[src/rtl/reset_sequencer.sv]
// Staged reset release for one clock domain: hold, wait for MMCM lock, then release stages bit 0 first.
// Define LOCK_TIMEOUT_EN to retry from HOLD when lock does not arrive within LOCK_TIMEOUT cycles.
module reset_sequencer #(
   parameter int N_STAGES     = 3,
   parameter int HOLD_CYCLES  = 16,
   parameter int STAGE_GAP    = 8,
   parameter int LOCK_TIMEOUT = 1024
) (
   input  logic                clk_dst,
   input  logic                rst_in,
   input  logic                mmcm_locked,
   output logic [N_STAGES-1:0] rst_stage,
   output logic                seq_done,
   output logic                lock_timeout
);

   localparam int MAX_HG = (HOLD_CYCLES > STAGE_GAP) ? HOLD_CYCLES : STAGE_GAP;
   localparam int MAX_C  = (MAX_HG > LOCK_TIMEOUT) ? MAX_HG : LOCK_TIMEOUT;
   localparam int CNT_W  = $clog2(MAX_C + 1);
   localparam logic [CNT_W-1:0] HOLD_LAST = CNT_W'(HOLD_CYCLES - 1);
   localparam logic [CNT_W-1:0] GAP_LAST  = CNT_W'(STAGE_GAP - 1);
`ifdef LOCK_TIMEOUT_EN
   localparam logic [CNT_W-1:0] TO_LAST   = CNT_W'(LOCK_TIMEOUT - 1);
`endif

   typedef enum logic [1:0] {HOLD, WAIT_LOCK, RELEASE, DONE} state_t;

   state_t           state;
   logic [CNT_W-1:0] cnt;
   logic [CNT_W-1:0] cnt_inc;
   logic [1:0]       rst_sync;
   logic [1:0]       lock_sync;
   logic             rst_hold;
   logic             locked_s;

   assign rst_hold = rst_sync[1];
   assign locked_s = lock_sync[1];
   assign cnt_inc  = (cnt == '1) ? cnt : cnt + 1'b1;

   // Reset chain is set asynchronously and drains zeros; lock chain resets low.
   always_ff @(posedge clk_dst or posedge rst_in) begin
      if (rst_in) begin
         rst_sync  <= 2'b11;
         lock_sync <= 2'b00;
      end else begin
         rst_sync  <= {rst_sync[0], 1'b0};
         lock_sync <= {lock_sync[0], mmcm_locked};
      end
   end

`ifndef LOCK_TIMEOUT_EN
   assign lock_timeout = 1'b0;
`endif

   // Stages release by shifting zeros in from bit 0, so ordering holds by construction.
   always_ff @(posedge clk_dst or posedge rst_in) begin
      if (rst_in) begin
         state     <= HOLD;
         cnt       <= '0;
         rst_stage <= '1;
         seq_done  <= 1'b0;
`ifdef LOCK_TIMEOUT_EN
         lock_timeout <= 1'b0;
`endif
      end else begin
         case (state)
            HOLD: begin
               if (!rst_hold) begin
                  if (cnt == HOLD_LAST) begin
                     state <= WAIT_LOCK;
                     cnt   <= '0;
                  end else begin
                     cnt <= cnt_inc;
                  end
               end
            end
            WAIT_LOCK: begin
               if (locked_s) begin
                  state     <= RELEASE;
                  cnt       <= '0;
                  rst_stage <= rst_stage << 1;
               end
`ifdef LOCK_TIMEOUT_EN
               else if (cnt == TO_LAST) begin
                  state        <= HOLD;
                  cnt          <= '0;
                  lock_timeout <= 1'b1;
               end else begin
                  cnt <= cnt_inc;
               end
`endif
            end
            RELEASE: begin
               // Lock loss wins over a gap expiry on the same edge.
               if (!locked_s) begin
                  state     <= HOLD;
                  cnt       <= '0;
                  rst_stage <= '1;
                  seq_done  <= 1'b0;
               end else if (cnt == GAP_LAST) begin
                  cnt <= '0;
                  if (rst_stage == '0) begin
                     state    <= DONE;
                     seq_done <= 1'b1;
                  end else begin
                     rst_stage <= rst_stage << 1;
                  end
               end else begin
                  cnt <= cnt_inc;
               end
            end
            DONE: begin
               if (!locked_s) begin
                  state     <= HOLD;
                  cnt       <= '0;
                  rst_stage <= '1;
                  seq_done  <= 1'b0;
               end
            end
            default: state <= HOLD;
         endcase
      end
   end

endmodule

[config.mk]
export PLATFORM = sky130hd
export DESIGN_NAME = reset_sequencer
export DESIGN_NICKNAME = d
export VERILOG_FILES = /design/src/rtl/reset_sequencer.sv
export SDC_FILE = /design/constraint.sdc
export NUM_CORES = 1
export LEC_CHECK = 0
export ABC_CLOCK_PERIOD_IN_PS = 5600
export BUFFER_PORTS_ARGS = -buffer_cell sky130_fd_sc_hd__buf_2
export CORE_MARGIN = 2
export CORE_UTILIZATION = 62
export CTS_CLUSTER_DIAMETER = 200
export CTS_CLUSTER_SIZE = 40
export DETAILED_ROUTE_END_ITERATION = 16
export PLACE_DENSITY_LB_ADDON = 0.25
export SETUP_SLACK_MARGIN = 0.02
export SYNTH_ARGS = -nofsm -noshare
export SYNTH_HDL_FRONTEND = slang
export SYNTH_SLANG_ARGS = --single-unit
[constraint.sdc]
create_clock -name clk_dst -period 5.6 [get_ports clk_dst]
set_input_delay 0.84 -clock clk_dst [delete_from_list [all_inputs] [get_ports clk_dst]]
set_output_delay 0.84 -clock clk_dst [all_outputs]
set_load 0.02 [all_outputs]
==> results.md, run 1 <==
Run status:
- The flow ran to the end, and the final reports show no timing, DRC or antenna violations.

Routing:
- The top metal layer carrying routed signals is met4.
- Using the TritonRoute via totals, the vias-per-cell ratio works out to slightly above 6.
- Dividing the detail-routed wire length by the instance count gives 14.76 um.
- The routed wire length on met3 is 175 um.
- The vias after detailed routing is 923.
- The first-pass iteration count of the detailed router is 4.
- In the routed design, unresolved DRC markers number 0.
- The wire length on met2 is 1007 um.
- The DRC violation total after the first TritonRoute iteration is 64.
- For this block, wires on met1 add up to 965 um.
- The final antenna-violating net count is 0.
- After detailed routing, the total wire length is 2184 um.

Worst setup path:
- STA classifies the critical path endpoint as a flip-flop.
- Traced cell by cell, the critical path runs through ha_1 -> nor4bb_1 -> nor3b_2 -> a211oi_1 -> a41oi_1 -> a31oi_1.
- At the worst endpoint, the arrival time is about 2500 ps.
- The largest single stage delay on the critical path is 760 ps.
- The worst setup path is of the flip-flop to flip-flop kind.
- The number of cells on the worst reg-to-reg path is 6.
- The critical path startpoint category is a flip-flop.
- The endpoint required time on the critical path is 5820 ps.
- The worst-path cell with the longest stage delay is a211oi_1.
- The most critical setup path has its startpoint at cnt[0].
- The worst register-to-register path begins at cnt[0].
- Along the worst path, the maximum fanout reaches 8.

Finish:
- After filler insertion, the fill cell instance count of the layout stands at 136.
- The antenna diode instance count is 0.
- For this run, the number of standard cells in the final layout without fillers is approximately 150.
- The end-of-flow core utilization is 68.21%.
- The net count of the finished layout is 128.
- In the final layout, the share of cells above drive strength 1 is about 15%.
- Summing all multi-input logic gate instances after layout gives 523.0 um2.
- In the final layout, flip-flops and latches occupy 531.8 um2.
- The area growth from synthesis to layout is 5.676%.

Synth:
- The fraction of the mapped netlist area in compound gates is 19.30%.
- Counting instances in the post-synthesis netlist gives the leading cell types as dfrtp_1, nand2_1, nor2_1.
- Of the total synthesized cell area, the portion taken by full adders, half adders and majority gates is between 1 and 1.5%.
- Yosys attributes the largest share of cell area to dfrtp_1, dfstp_2, nand2_1.
- Summing every instance area after synthesis gives about 0.0011 mm2.
- Of all flip-flops after synthesis, the portion carrying an async set or reset was 100.0%.
- The most common cell in the synthesized netlist is dfrtp_1.
- Of the synthesized area, sequential elements account for 48.24%.
- The share of synthesized area spent on multiplexers is 0%.
- The register bit total from synthesis is 21.
- The main combinational cell family by area after synthesis is simple AND/OR/NAND/NOR gates.
- The simple-gate share of the synthesized area is 23.95%.
- During synthesis, Yosys emitted a total of 0 warnings.
- A synthesized cell averages 9.342 um2.
- The synthesized design contains 0 enable-type register cells.
- The number of different library cells used by synthesis comes to 38.
- The share of synthesized area in the top cell type comes to around 36%.
- Synthesis handed over a netlist of 118 instances.
- dfrtp_1 takes more of the synthesized area than any other cell.
- The area share of xor/xnor cells in the synthesized design is 2.384%.
- The prevailing post-synth register cell is dfrtp_1.

Place:
- The half-perimeter wire length after detailed placement is 1500 um.
- The number of placed instances, taps included is 144.
- The number of buffer cells added on primary ports is 6.
- The routability congestion estimate from global placement is 0.8435.

STA:
- Setup repair after global routing left no endpoint under its margin.
- The share of the cycle needed by the critical path after routing is 40.64%.
- The final setup TNS is 0 ps.
- The worst-margin pin slew is 942.0 ps.
- The worst hold margin is between 300 and 400 ps.
- After layout, the minimum clock period comes to 2276 ps.
- The max-slew violation count is 0.
- The hold violation total from the final report is 0.
- The highest attainable clock frequency is 439.4 MHz.
- Between clock sinks in the finished design, the worst skew comes to between 3 and 4 ps.
- The total of endpoints with negative setup slack in the final report is 0.
- The headroom to the max-slew limit is 36.82%.

Pwr:
- The leakage power is 0.5187 nW.
- VDD sags by at most ~0.00024 V.
- For this design the ratio of total power to cell area is 432.5 mW/mm2.

Global route:
- The number of global-route vias before repair is 830.
- Entering global routing, the biggest net connects 22 pins.
- The initial antenna violation count is 0.
- The total overflow reported by the global router is 0.
- The aggregate global-route resource usage is 24.27%.
- The global-route wire length before repair is 3691 um.

Die:
- The die is 46.17 um tall.
- 8 I/O pins were placed.
- The number of rows created at floorplan is 15.
- The floorplan die area is ~0.0021 mm2.
- In this run the standard cell core region covers 0.001708 mm2.
- The effective utilization at floorplan is 64.54%.
- Measured along the x axis, the die boundary spans roughly 46 um.

Worst hold path:
- The worst hold path was traced through 0 stages.
- The launch instance of the worst min-delay path is rst_sync[0].
- In this run the worst hold path is classified as flip-flop to flip-flop.

Clock tree:
- No sink is reached through more buffers than the 2 on the longest clock path.
- The clock drives 21 sinks.
- Clock-pin slew was measured on the worst setup and hold paths at ~110 ps.
- The count of cells resized by post-cts repair is 0.
- The post-CTS setup repair buffer count is 0.
- At the later pin of the worst-skew pair, clock insertion delay measures 290 ps.
- Buffers inserted during clock tree synthesis total 3.
- The clock root buffer master is clkbuf_4.
- TritonCTS built the clock tree.
- The number of buffers inserted for hold repair after clock tree synthesis is 0.
- The number of levels the H-tree was split into is 1.

Run:
- The max-cap violation count is 0.
==> layout make-up <==
type | instances | area share (%)
flip-flops and latches | 21 | 45.65
multi-input cells | 86 | 44.90
well taps | 25 | 2.685
repair buffers | 6 | 2.578
clock buffers | 4 | 2.256
inverters | 6 | 1.933
==> state kept, by name, indices dropped and copies added, names as in the netlist <==
| name | flops |
|---|---|
| cnt | 11 |
| state | 2 |
| rst_stage | 3 |
| seq_done | 1 |
| lock_sync | 2 |
| rst_sync | 2 |
==> stage by stage <==
step | worst slack, ps | cell area, um2 | total power [mW]
after global placement | 3511 | 1139 | 0.4211
after floorplan | 3733 | 1106 | 0.3879
after CTS | 3340 | 1165 | 0.5009
after global routing | 3193 | 1165 | 0.5393
final | 3324 | 1165 | 0.5038
after detailed placement | 3375 | 1139 | 0.4286
==> layout by cell type, fill, tap and decap left out, types with 4 or more instances in the layout <==
cell type,Yosys,layout
nor3_1,5,5
dfstp_2,5,5
nand3_1,4,4
o21a_1,4,4
nor2_1,8,8
a31oi_1,7,7
o21ai_0,4,4
buf_2,2,6
a21oi_1,6,6
nand2_1,12,12
nand4_1,5,5
inv_1,6,6
dfrtp_1,16,16
==> worst paths after layout <==
check,endpoint,slack [ps]
setup / recovery,cnt[3],3320
hold / removal,rst_sync[1],360
setup reg to reg,cnt[3],3320
hold reg to reg,rst_sync[1],360
max in group asynchronous,cnt[0],4480
min in group asynchronous,lock_sync[0],650
==> critical path: cells and delay by family, from the launching register on <==
family	cells	cell delay (ps)
AOI/OAI and AO/OA	3	1180
adders and majority gates	1	250
DFF	1	420
and+or+nand+nor	2	350
==> per-layer routing <==
layer  GRT usage, %  up-vias
met5              0        -
met3          3.529        6
met2          36.94       41
met4          8.571        0
li1               -      438
met1          34.99      438
==> where the power goes <==
group | internal (mW) | switching, mW | total (mW)
registers | 0.193 | 0.0474 | 0.240
clock network | 0.0277 | 0.0436 | 0.0713
logic | 0.0806 | 0.112 | 0.193
total | 0.301 | 0.203 | 0.504
==> kinds of logic after synthesis <==
family | Yosys count
AO/OA/AOI/OAI | 32
other | 1
flip-flops | 21
XOR/XNOR | 3
buffers and inverters | 12
AND/OR/NAND/NOR | 48
adder cells (fa/ha/maj) | 1
Note: power is estimated with default switching activity, not from simulation.
==> run 2: changes to the inputs <==
--- a/config.mk
+++ b/config.mk
@@ -5,10 +5,11 @@
 export SDC_FILE = /design/constraint.sdc
 export NUM_CORES = 1
 export LEC_CHECK = 0
-export ABC_CLOCK_PERIOD_IN_PS = 5600
+export ABC_AREA = 1
+export ABC_CLOCK_PERIOD_IN_PS = 2070
 export BUFFER_PORTS_ARGS = -buffer_cell sky130_fd_sc_hd__buf_2
 export CORE_MARGIN = 2
-export CORE_UTILIZATION = 62
+export CORE_UTILIZATION = 53
 export CTS_CLUSTER_DIAMETER = 200
 export CTS_CLUSTER_SIZE = 40
 export DETAILED_ROUTE_END_ITERATION = 16
==> constraint.sdc (replaced) <==
create_clock -name clk_dst -period 2.07 [get_ports clk_dst]
set_input_delay 0.3105 -clock clk_dst [delete_from_list [all_inputs] [get_ports clk_dst]]
set_output_delay 0.3105 -clock clk_dst [all_outputs]
set_load 0.02 [all_outputs]
==> results.md, run 2 <==
Run status:
- The flow ran to the end, and the final reports show no timing, DRC or antenna violations.

STA:
- Static timing analysis puts the maximum clock frequency at 605.3 MHz.
- The final setup TNS is 0 ps.
- The total of endpoints with negative setup slack in the final report is 0.
- The headroom to the max-slew limit is about 49%.
- The final clock skew is 4.041 ps.
- Dividing the final minimum period by the clock period gives roughly four fifths.
- For the pin with the worst max-slew slack, the measured transition is approximately 770 ps.
- Setup slack closes at 418.0 ps.
- The max-slew violation count is 0.
- The hold violation total from the final report was 0.
- Setup repair after global routing left no endpoint under its margin.
- The minimum clock period after layout is 1652 ps.

Pwr:
- The switching power total is 0.6454 mW.
- The power per standard cell area is 1075 mW/mm2.
- Per report_power, the combinational group accounts for ~44% of the total.
- The leakage power is 0.6881 nW.
- Power comes to approximately 1.4 mW.
- The internal power component is 0.7963 mW.
- Of the total power, the share spent switching nets is 44.77%.
- The worst-case IR drop observed on VDD is 0.0007309 V.
- Sequential cells burn 41.9% of the power.
- Per report_power, the clock group accounts for about 14% of the total.

Place:
- Including well taps, the total number of placed cells is 207.
- Summed over all nets, the half-perimeter wirelength after detailed placement is 1790 um.
- The count of buffers added on input and output ports is 6.
- Timing analysis after detailed placement gives a worst setup slack of between 400 and 500 ps.
- The total placed instance area is about 0.0013 mm2.
- The routability congestion estimate from global placement is 0.8512.

Clock tree:
- Counting along the longest clock path gives a buffer depth of 2.
- TritonCTS built the clock tree.
- The number of buffers created by CTS is 3.
- In this run the number of H-tree levels came out at 1.
- Clock-pin slew was measured on the worst setup and hold paths at 120 ps.
- The number of buffers inserted for hold repair after clock tree synthesis is 0.
- The clock root buffer master is clkbuf_4.
- The count of cells resized by post-cts repair is 0.
- The clock drives 21 sinks.
- Once the clock tree was built, the setup fixing pass inserted 0 buffers.
- Clock latency on the worst-skew pair, taken at its later pin, is 310 ps.

Finish:
- The top cell types in the final layout, fill and taps aside, are nand2_1, inv_1, nor2_1.
- The antenna diode instance count is 0.
- The proportion of layout cells with a drive suffix above 1 is 19.13%.
- The flip-flop count of the largest register after layout is 11.
- Leaving out fill and tap cells, the most frequent cell in the layout is nand2_1.
- The largest registers in the layout are cnt: 11 flops, rst_stage: 3 flops.
- The post-layout instance area is 0.001341 mm2.
- The net count of the finished layout is 188.
- From synthesis to final layout, the design area changed by 6.139%.
- Leaving out filler cells and counting taps, the final layout contains 211.
- More flip-flops sit in one register than any other, and that register is cnt.

Routing:
- The via-per-instance ratio is about 5.2.
- The DRC violation total after the first TritonRoute iteration is 29.
- The average detailed-routed wire length per instance is between 10 and 15 um.
- The residual DRC count is 0.
- The vias after detailed routing is 1090.
- The final antenna-violating net count is 0.
- The first TritonRoute pass finished after 4 iterations.
- The wire length reported by the detailed router is between 2000 and 2500 um.

Die:
- The height of the die is around 53 um.
- The floorplan has 17 rows.
- The floorplan die area is about 0.0028 mm2.
- 8 I/O pins were placed.
- Once the floorplan was initialized, standard cells occupied 56.58% of the core.
- The area of the placeable core is 0.002233 mm2.
- The die is around 53 um wide.

Worst hold path:
- The class of the worst hold path is input port to flip-flop.

Global route:
- The number of global-route vias before repair is approximately 1000.
- The total overflow left after global routing is 0.
- The initial antenna violation count is 0.
- The global-route met1 utilization is 26.78%.
- Across every metal layer, demand over resource in global routing totals 20.91%.
- Global routing used around a third of the available met2 tracks.
- The global-route met3 utilization is 3.429%.
- The most used routing layer is met2.
- The global-route wire length before repair is around 4200 um.
- The largest net degree at the start of global routing is 22.

Worst setup path:
- The largest fanout of any net on the critical path is 10.
- The nature of the critical path endpoint is a flip-flop.
- For the worst setup path, the data required time is 2280 ps.
- The type of the setup path with the least slack is flip-flop to flip-flop.
- The critical path startpoint category is a flip-flop.
- For the worst setup path, the data arrival time is 1870 ps.

Synth:
- The biggest area contributor in the post-synthesis netlist is dfrtp_1.
- Ranked by instance count, the synthesized netlist is headed by nand2_1, inv_1, nor2_1.
- The prevailing post-synth register cell is dfrtp_1.
- The register bit total from synthesis is 21.
- After synthesis the cells add up to 0.001264 mm2.
- The share of synthesized registers carrying an async set or reset is 100.0%.
- The portion of synthesized cell area occupied by the leading cell type is 31.68%.
- The netlist uses 25 different library cells.
- The average size of a mapped cell is about 7.3 um2.
- The synthesized design contains 0 enable-type register cells.
- The sequential fraction of the synthesis area is 42.08%.
- Among all cell types in the netlist, the one instantiated most often is nand2_1.
- The post-synthesis cell count is around 170.
- By area the synthesized netlist is led by dfrtp_1, nand2_1, dfstp_2.
- The number of warnings reported in the yosys synthesis log is 0.

Run:
- Max-cap violations in this run came to 0.
## run 2: critical path, stage by stage, from the launching register on
cell     delay (ps)
dfrtp_1         410
ha_1            240
nand3_1         120
inv_1           180
nand3_4         190
nand2_1         190
xor2_1          160
nor2_1           60
## run 2: power groups by stage
stage,sequential [mW],combinational [mW],clock [mW]
final,0.605,0.636,0.201
after global routing,0.618,0.729,0.215
after CTS,0.603,0.639,0.206
after detailed placement,0.611,0.631,0
after global placement,0.606,0.617,0
after floorplan,0.631,0.497,0
## run 2: final cells by class
| cell class | instances | area [um2] |
|---|---|---|
| Sequential cell | 21 | 531.8 |
| Timing Repair Buffer | 6 | 30.03 |
| Inverter | 25 | 96.34 |
| Clock inverter | 1 | 5.005 |
| Clock buffer | 3 | 22.52 |
| Fill cell | 206 | 892.1 |
| Multi-Input combinational cell | 127 | 620.6 |
| Tap cell | 28 | 35.03 |
## run 2: metal layers
layer | vias to the layer above | part of all wire [%]
met4 | 0 | 1.6
met1 | 506 | 48
met3 | 5 | 3.3
met5 | - | 0
met2 | 17 | 48
li1 | 562 | -
## run 2: through the flow
stage          hold slack [ps]  utilization, %
4_1_cts                  98.16           60.06
3_5_place_dp             336.3           58.82
2_1_floorplan            283.3               -
3_3_place_gp             337.5           58.82
6_report                 100.4           60.06
5_1_grt                  87.35           60.06
## run 2: cells by family (layout without fill, tap and decap cells)
logic type               Yosys count  after routing  synth area share (%)
flip-flops                        21             21                 42.08
buffers and inverters             27             35                 9.109
XOR/XNOR                           1              1                0.6932
AND/OR/NAND/NOR                  109            109                 40.40
other                              1              2                0.2967
AO/OA/AOI/OAI                     14             14                 6.436
adder cells (fa/ha/maj)            1              1                0.9899
## run 2: path summary, 6_finish.rpt
kind / start / to / slack, ps / depth (start not counted)
max reg2reg: cnt[0] / cnt[0] / 420 / 7
min: mmcm_locked / lock_sync[0] / 100 / 1
max in group asynchronous: rst_in / state[1] / 1480 / 2
min in group asynchronous: rst_in / cnt[2] / 110 / 2
max: cnt[0] / cnt[0] / 420 / 7
min reg2reg: lock_sync[0] / lock_sync[1] / 360 / 0
